$ cat config.mk
export PLATFORM = sky130hd
export DESIGN_NAME = branch_redirect_ctrl_flat
export DESIGN_NICKNAME = d
export VERILOG_FILES = /design/src/rtl/branch_redirect_ctrl_if.sv /design/src/rtl/branch_redirect_ctrl.sv /design/src/flat_wrapper.sv
export SDC_FILE = /design/constraint.sdc
export NUM_CORES = 1
export LEC_CHECK = 0
export CORE_MARGIN = 5
export CORE_UTILIZATION = 40
export DETAILED_ROUTE_END_ITERATION = 7
export GPL_ROUTABILITY_DRIVEN = 1
export PLACE_DENSITY = 0.75
export SLEW_MARGIN = 15
export SYNTH_ARGS = -nofsm -noshare
export SYNTH_HDL_FRONTEND = slang
export SYNTH_SLANG_ARGS = --single-unit
$ cat constraint.sdc
create_clock -name clk -period 2.2 [get_ports clk]
set_input_delay 0.44 -clock clk [delete_from_list [all_inputs] [get_ports clk]]
set_output_delay 0.44 -clock clk [all_outputs]
set_load 0.01 [all_outputs]
$ cat src/rtl/branch_redirect_ctrl_if.sv
// Bundle of the EX-side decision inputs, the fetch redirect handshake and the
// stale-response kill signals exchanged with branch_redirect_ctrl.
interface branch_redirect_ctrl_if #(
    parameter int XLEN = 32
);
    logic            ex_valid;
    logic            pc_src;
    logic            stall;
    logic [XLEN-1:0] target_addr;
    logic            redir_ready;
    logic            imem_resp_valid;
    logic            flush_if_id;
    logic            flush_id_ex;
    logic            redir_valid;
    logic [XLEN-1:0] redir_pc;
    logic            kill_resp;
    logic            busy;
    logic [31:0]     taken_cnt;

    modport master (
        output ex_valid, pc_src, stall, target_addr, redir_ready, imem_resp_valid,
        input  flush_if_id, flush_id_ex, redir_valid, redir_pc, kill_resp, busy, taken_cnt
    );

    modport slave (
        input  ex_valid, pc_src, stall, target_addr, redir_ready, imem_resp_valid,
        output flush_if_id, flush_id_ex, redir_valid, redir_pc, kill_resp, busy, taken_cnt
    );
endinterface

$ cat src/rtl/branch_redirect_ctrl.sv
// PC redirect sequencer: squashes younger stages on a taken EX decision, issues
// the fetch redirect and drops the stale fetch responses still in flight.
module branch_redirect_ctrl #(
    parameter int XLEN       = 32,
    parameter int KILL_DEPTH = 2
) (
    input  logic                         clk,
    input  logic                         rst,
    branch_redirect_ctrl_if.slave        bus
);
    typedef enum logic [1:0] {
        IDLE     = 2'd0,
        REDIRECT = 2'd1,
        DRAIN    = 2'd2
    } state_t;

    localparam logic [2:0] KILL_INIT = 3'(KILL_DEPTH);

    state_t          state_r;
    logic [2:0]      kill_cnt_r;
    logic [XLEN-1:0] redir_pc_r;
    logic            redir_valid_r;
    logic [31:0]     taken_cnt_r;

    logic take_s;
    logic hs_s;
    logic kill_s;

    // Event decode; flushes must react in the take cycle itself, so they are not registered.
    always_comb begin
        take_s = bus.ex_valid & bus.pc_src & ~bus.stall & (state_r == IDLE);
        hs_s   = redir_valid_r & bus.redir_ready;
        kill_s = bus.imem_resp_valid & (state_r == DRAIN) & (kill_cnt_r != 3'd0);
    end

    // Redirect FSM with its registered request, target and counters.
    always_ff @(posedge clk) begin
        if (rst) begin
            state_r       <= IDLE;
            kill_cnt_r    <= 3'd0;
            redir_pc_r    <= '0;
            redir_valid_r <= 1'b0;
            taken_cnt_r   <= 32'd0;
        end else begin
            case (state_r)
                IDLE: begin
                    if (take_s) begin
                        redir_pc_r    <= bus.target_addr;
                        redir_valid_r <= 1'b1;
                        taken_cnt_r   <= taken_cnt_r + 32'd1;
                        state_r       <= REDIRECT;
                    end else begin
                        redir_valid_r <= 1'b0;
                    end
                end
                REDIRECT: begin
                    if (hs_s) begin
                        redir_valid_r <= 1'b0;
                        kill_cnt_r    <= KILL_INIT;
                        state_r       <= (KILL_INIT == 3'd0) ? IDLE : DRAIN;
                    end else begin
                        redir_valid_r <= 1'b1;
                    end
                end
                DRAIN: begin
                    // A zero count here can only come from corruption; recover to IDLE.
                    if (kill_cnt_r == 3'd0) begin
                        state_r <= IDLE;
                    end else if (bus.imem_resp_valid) begin
                        kill_cnt_r <= kill_cnt_r - 3'd1;
                        if (kill_cnt_r == 3'd1) begin
                            state_r <= IDLE;
                        end else begin
                            state_r <= DRAIN;
                        end
                    end else begin
                        state_r <= DRAIN;
                    end
                end
                default: begin
                    state_r       <= IDLE;
                    redir_valid_r <= 1'b0;
                    kill_cnt_r    <= 3'd0;
                end
            endcase
        end
    end

    assign bus.flush_if_id = take_s | (state_r != IDLE);
    assign bus.flush_id_ex = take_s;
    assign bus.redir_valid = redir_valid_r;
    assign bus.redir_pc    = redir_pc_r;
    assign bus.kill_resp   = kill_s;
    assign bus.busy        = (state_r != IDLE);
    assign bus.taken_cnt   = taken_cnt_r;
endmodule

$ cat src/flat_wrapper.sv
// flat-port wrapper written by rule: the top's interface ports become plain ports
module branch_redirect_ctrl_flat 
#(
    parameter int XLEN       = 32,
    parameter int KILL_DEPTH = 2
)
  (clk, rst, bus_ex_valid, bus_pc_src, bus_stall, bus_target_addr, bus_redir_ready, bus_imem_resp_valid, bus_flush_if_id, bus_flush_id_ex, bus_redir_valid, bus_redir_pc, bus_kill_resp, bus_busy, bus_taken_cnt);
  branch_redirect_ctrl_if #(.XLEN(XLEN)) bus_i ();
  input  logic clk;
  input  logic rst;
  input wire logic [$bits(bus_i.ex_valid)-1:0] bus_ex_valid;
  input wire logic [$bits(bus_i.pc_src)-1:0] bus_pc_src;
  input wire logic [$bits(bus_i.stall)-1:0] bus_stall;
  input wire logic [$bits(bus_i.target_addr)-1:0] bus_target_addr;
  input wire logic [$bits(bus_i.redir_ready)-1:0] bus_redir_ready;
  input wire logic [$bits(bus_i.imem_resp_valid)-1:0] bus_imem_resp_valid;
  output wire logic [$bits(bus_i.flush_if_id)-1:0] bus_flush_if_id;
  output wire logic [$bits(bus_i.flush_id_ex)-1:0] bus_flush_id_ex;
  output wire logic [$bits(bus_i.redir_valid)-1:0] bus_redir_valid;
  output wire logic [$bits(bus_i.redir_pc)-1:0] bus_redir_pc;
  output wire logic [$bits(bus_i.kill_resp)-1:0] bus_kill_resp;
  output wire logic [$bits(bus_i.busy)-1:0] bus_busy;
  output wire logic [$bits(bus_i.taken_cnt)-1:0] bus_taken_cnt;
  assign bus_i.ex_valid = bus_ex_valid;
  assign bus_i.pc_src = bus_pc_src;
  assign bus_i.stall = bus_stall;
  assign bus_i.target_addr = bus_target_addr;
  assign bus_i.redir_ready = bus_redir_ready;
  assign bus_i.imem_resp_valid = bus_imem_resp_valid;
  assign bus_flush_if_id = bus_i.flush_if_id;
  assign bus_flush_id_ex = bus_i.flush_id_ex;
  assign bus_redir_valid = bus_i.redir_valid;
  assign bus_redir_pc = bus_i.redir_pc;
  assign bus_kill_resp = bus_i.kill_resp;
  assign bus_busy = bus_i.busy;
  assign bus_taken_cnt = bus_i.taken_cnt;
  branch_redirect_ctrl #(.XLEN(XLEN), .KILL_DEPTH(KILL_DEPTH)) u_core (.clk(clk), .rst(rst), .bus(bus_i));
endmodule
==> Word-level counts from Yosys, hierarchy flattened <==
Cells that the tools add are included.
{ "totals": {"regBits": 70, "out_inout_bits": 69} }
{ "op_classes": {"eq_ne": 7, "reduce_logical": 7, "n_mux": 13, "addsub": 2, "n_bitwise": 9} }
{ "ops": {"columns": ["operator", "count"], "rows": [
  ["$add 32x1->32 const B", 1],
  ["$mux 2", 5],
  ["$mux 3", 3],
  ["$pmux 3 s3", 1],
  ["$and 1x1->1", 6],
  ["$pmux 2 s3", 1],
  ["$ne 2x1->1 const B", 2],
  ["$ne 2x2->1 const B", 2],
  ["$reduce_and 2->1", 2],
  ["$reduce_and 4->1", 1],
  ["$eq 3x1->1 const B", 1],
  ["$logic_not 3->1", 1],
  ["$pmux 1 s3", 1],
  ["$reduce_bool 3->1", 1],
  ["$sub 3x1->3 const B", 1],
  ["$eq 2x1->1 const B", 1],
  ["$eq 2x2->1 const B", 1],
  ["$logic_not 2->1", 1],
  ["$mux 1", 2],
  ["$not 1->1", 2],
  ["$reduce_bool 2->1", 1],
  ["$or 1x1->1", 1]
]} }

==> Logic depth before layout (Yosys ltp) <==
{ "logic_depth": {"ltp_word": 5, "mapped_depth": 8, "mapped_depth_nobuf": 7} }

==> Worst setup path after synthesis <==
Ideal clock, no wire load.
{ "synth_timing": {"path_kind": "register to register", "startpoint": "reg u_core.state_r[0]", "endpoint": "reg u_core.taken_cnt_r[22] (netlist: u_core.bus.taken_cnt[22])", "period_less_slack_ns": 2.162, "path_slack_ns": 0.038, "stages_incl_launch_ff": 8, "t_arrival_ns": 2.091, "path_cell_list": "dfxtp_1 -> inv_1 -> ha_1 -> nand4b_1 -> or4_1 -> buf_2 -> or4_1 -> a21oi_1"} }
{ "synth_between": {"elab_chain_len": 3} }
{ "synth_lines": {"columns": ["element", "line_no", "text"], "rows": [
  ["from (decl)", "branch_redirect_ctrl.sv:19", "state_t state_r;"],
  ["from (signal assigned)", "branch_redirect_ctrl.sv:60", "state_r <= (KILL_INIT == 3'd0) ? IDLE : DRAIN;"],
  ["$logic_not 2->1 (*)", "branch_redirect_ctrl.sv:31, branch_redirect_ctrl.sv:45", null],
  ["$and 1x1->1", "branch_redirect_ctrl.sv:31", "take_s = bus.ex_valid & bus.pc_src & ~bus.stall & (state_r == IDLE);"],
  ["$reduce_and 2->1 (no source line) (*)", null, null],
  ["to (signal assigned)", "branch_redirect_ctrl.sv:50", "taken_cnt_r <= taken_cnt_r + 32'd1;"],
  ["to (decl)", "branch_redirect_ctrl.sv:23", "logic [31:0] taken_cnt_r;"]
]} }
Every way passes the cells marked *; elsewhere a longest branch is shown, timed or not.
A chain may end at the register's enable or synchronous reset.

==> Final worst setup path <==
{ "layout_timing": {"startpoint": "in bus_stall", "endpoint": "out bus_flush_if_id"} }
{ "layout_between": {"elab_chain_len": 4} }
{ "layout_lines": {"columns": ["element", "line_no", "text"], "rows": [
  ["from (decl)", "flat_wrapper.sv:13", "input wire logic [$bits(bus_i.stall)-1:0] bus_stall;"],
  ["$not 1->1", "branch_redirect_ctrl.sv:31", null],
  ["$and 1x1->1 (2 in a row)", "branch_redirect_ctrl.sv:31", null],
  ["$or 1x1->1", "branch_redirect_ctrl.sv:89", "assign bus.flush_if_id = take_s | (state_r != IDLE);"],
  ["to (decl)", "flat_wrapper.sv:17", "output wire logic [$bits(bus_i.flush_if_id)-1:0] bus_flush_if_id;"]
]} }
No other way between the ends.

==> summary.txt <==
Route
  • DR DRC count: 0
  • Drt initial violations: approximately 110
  • First-pass detailed-route iteration total: 5
  • WL/cell: between 10 and 15 microns
  • Routed wire length: ~8400 microns
  • Final ANT Viol Nets: 0
  • Vias post-DR: a little over 3000
  • Vias per cell: between 5 and 6

Clocking
  • Sink Count: 70
  • Worst skew pair latency: approximately 0.33 ns
  • Clk slew on worst S/H paths: roughly 0.070 ns
  • Clock tree buffer depth: 2
  • H-Tree Depth: 3
  • CTS tree: done
  • CTS Buf Count: 9
  • Root Driver: clkbuf_8

Logic synthesis
  • Sequential fraction of the synthesis area: 0.461
  • Async set or reset register ratio after synthesis: 0
  • Avg Cell Area, Syn: around 8.2 sq um
  • Synth area leader: dfxtp_1
  • Mapped Nets: 416
  • YS warnings: 0
  • Number of synthesized flops with an enable pin: 0
  • Top_reg_cell synth: dfxtp_1
  • Cells after Synth: 369
  • Top-area cell type share of the netlist area: 0.461
  • Top post-synthesis cells by area: dfxtp_1 (46%), nand2_1 (9.4%), a21oi_1 (8.9%)
  • #FFs+latches synth: 70
  • Yosys cell types: 33
  • Synthesized area: about 3000 sq um

Critical path
  • Bufs and invs on worst path: 2
  • CP most frequent cell: clkdlybuf4s50_1
  • Reg2Reg Depth: 8
  • Critical path startpoint: bus_stall
  • Crit start category: input pin
  • Critical Path AT: 1.71 ns
  • Reg2Reg Setup Slack: 0.10 ns
  • Worst-path maximum fanout: 4
  • Critical Path, Cell by Cell: clkdlybuf4s50_1, nand3b_1, nand2_1, clkdlybuf4s50_1
  • R2r endpoint: u_core.bus.taken_cnt[15]$_SDFFE_PP0P_
  • CP max stage cell: clkdlybuf4s50_1
  • Crit path to: bus_flush_if_id
  • CP Depth: 4
  • Critical path's largest stage delay: between 0.5 and 0.6 ns
  • Launching point of the worst reg2reg path: u_core.state_r[1]$_SDFFE_PP0P_
  • Critical path endpoint category: output pin
  • WS Path Type: input pin to output pin
  • Cell family with most CP delay: buffers and inverters
  • Required @ worst endpoint: roughly 1.8 ns

STA
  • Fmax: between 400 and 500 MHz
  • Final period utilization: 0.980
  • Max Clock Skew: roughly 0.0061 ns
  • Unrepaired setup endpoints after global routing: false
  • Least-Margin Pin Slew: 0.641 ns
  • Slew HR: 0.572
  • WHS: between 0.4 and 0.5 ns
  • Final Setup Violations: 0
  • Worst setup margin: around 0.045 ns
  • Final hold vios: 0
  • Min Clock Period, post-route: 2.15 ns
  • Slew Viols, Final: 0

Finish
  • Layout Cells excl Fill: between 600 and 700
  • Util after Layout: 0.628
  • Area growth syn-to-layout: 51.4%
  • NumNets Final: approximately 550
  • Layout cells sized above 1: 0.119
  • Most common cell after layout, fill and taps aside: clkdlybuf4s50_1
  • N_diodes: 0
  • Most frequent cells in the layout: clkdlybuf4s50_1 (104), nand2_1 (76), dfxtp_1 (69)

Global route
  • Initial antenna violation count: 0
  • Largest net degree at the start of global routing: 38
  • Vias in the first global route: between 2000 and 3000
  • Grt total ovfl: 0
  • GRT Util Overall: 0.178
  • First-pass GRT wire length: approximately 14000 microns

Floorplanning
  • IO Pins: 108
  • Die width: 97.2 microns
  • Initial Util: 0.415
  • Total die area: between 9000 and 10000 sq um
  • Die height: just under 100 microns
  • Core area: approximately 7300 sq um
  • Core Rows: 31

Pwr
  • Total power: just under 3000 uW
  • Power Density: ~630 nW/um^2
  • VDD IR max: about 0.40 mV
  • Static leakage: about 0.0016 uW

Flow run
  • Maxcap violations: 0

Min path
  • Worst min path class: flip-flop to flip-flop

Place
  • PortBufs: 107
  • DP Worst Slack: -0.331 ns
  • Estimated wirelength of the detail-placed design: roughly 6300 microns
  • Final Wtd Congestion: between 0.7 and 0.8
  • Cells after DPL: 588

Outcome
  • Outcome: finished, final reports clean
cell type report:
type,instances,area (sq um)
Clock buffer,11,131
Multi-Input combinational cell,268,1540
Fill cell,628,2730
Timing Repair Buffer,140,1320
Sequential cell,70,1400
Tap cell,99,124
Inverter,11,41.3
Clock inverter,5,50.0
worst min-delay path, cell delays in order (launching register included):
cell,delay [ns]
dfxtp_1,0.31
nand2_1,0.05
a21oi_1,0.05
registers in the layout, summed over array words and instances (netlist names):
signal,flops
u_core.state_r,2
u_core.bus.redir_valid,1
u_core.kill_cnt_r,3
u_core.bus.taken_cnt,32
u_core.bus.redir_pc,32
worst min-delay path by stage:
stage / endpoint / start / cells past startpoint / slack (ns)
after floorplan: u_core.kill_cnt_r[1]$_SDFFE_PP0P_ / u_core.kill_cnt_r[1]$_SDFFE_PP0P_ / 2 / 0.45
after global placement: u_core.bus.redir_pc[5]$_SDFFE_PP0P_ / u_core.bus.redir_pc[5]$_SDFFE_PP0P_ / 2 / 0.44
after detailed placement: u_core.bus.redir_pc[28]$_SDFFE_PP0P_ / u_core.bus.redir_pc[28]$_SDFFE_PP0P_ / 2 / 0.45
after CTS: u_core.bus.redir_pc[25]$_SDFFE_PP0P_ / u_core.bus.redir_pc[25]$_SDFFE_PP0P_ / 2 / 0.46
after global routing: u_core.bus.redir_pc[28]$_SDFFE_PP0P_ / u_core.bus.redir_pc[28]$_SDFFE_PP0P_ / 2 / 0.47
final: u_core.bus.redir_pc[28]$_SDFFE_PP0P_ / u_core.bus.redir_pc[28]$_SDFFE_PP0P_ / 2 / 0.45
logic make-up after synthesis:
kind of cell,share of synthesized area
and+or+nand+nor,0.280
xor gates and xnor gates,0.0288
buffers and inverters,0.0391
AOI/OAI and AO/OA,0.133
adders and majority gates,0.0329
muxes,0.0251
DFF,0.461
metrics by stage:
step / cell area [sq um] / setup TNS [ns]
after floorplan: 3040 / 0
after global placement: 4400 / -3.76
after detailed placement: 4400 / -4.33
after CTS: 4580 / 0
after global routing: 4600 / 0
final: 4600 / 0
per-layer routing:
| metal | up-vias | share of wire | track usage |
|---|---|---|---|
| met4 | 0 | 0.019 | 0.0724 |
| met1 | 1422 | 0.42 | 0.204 |
| li1 | 1548 | - | - |
| met2 | 88 | 0.49 | 0.301 |
| met5 | - | 0 | 0 |
| met3 | 14 | 0.069 | 0.0625 |
where the power goes:
part           switching (uW)  internal (uW)
Clock                     456            517
Combinational             272            319
Sequential               27.1           1320
Total                     755           2160
repair_timing:
action                                  in CTS  in global routing
hold buffers                                 0                  0
pin swaps                                    0                  2
endpoints found under the hold margin        0                  0
gates resized for setup                      3                  7
endpoints found under the setup margin       2                 12
buffers inserted                             0                  0
synth_stat cells, drive strengths merged (2+ instances only):
library cell and instances:
ha 8, nand4 9, nand2 76, nor2b 8, mux2i 2, and4 5, o31ai 9, nand4b 2
o21ai 7, xnor2 6, clkbuf 12, nor3 3, or4 10, nor4 7, inv 11, xor2 4
and2 2, or3 9, nor2 17, nand3b 2, nand2b 4, buf 8, nand3 13, and3 2
a21oi 54, dfxtp 70, mux2 5
(Power assumes the default switching activity.)
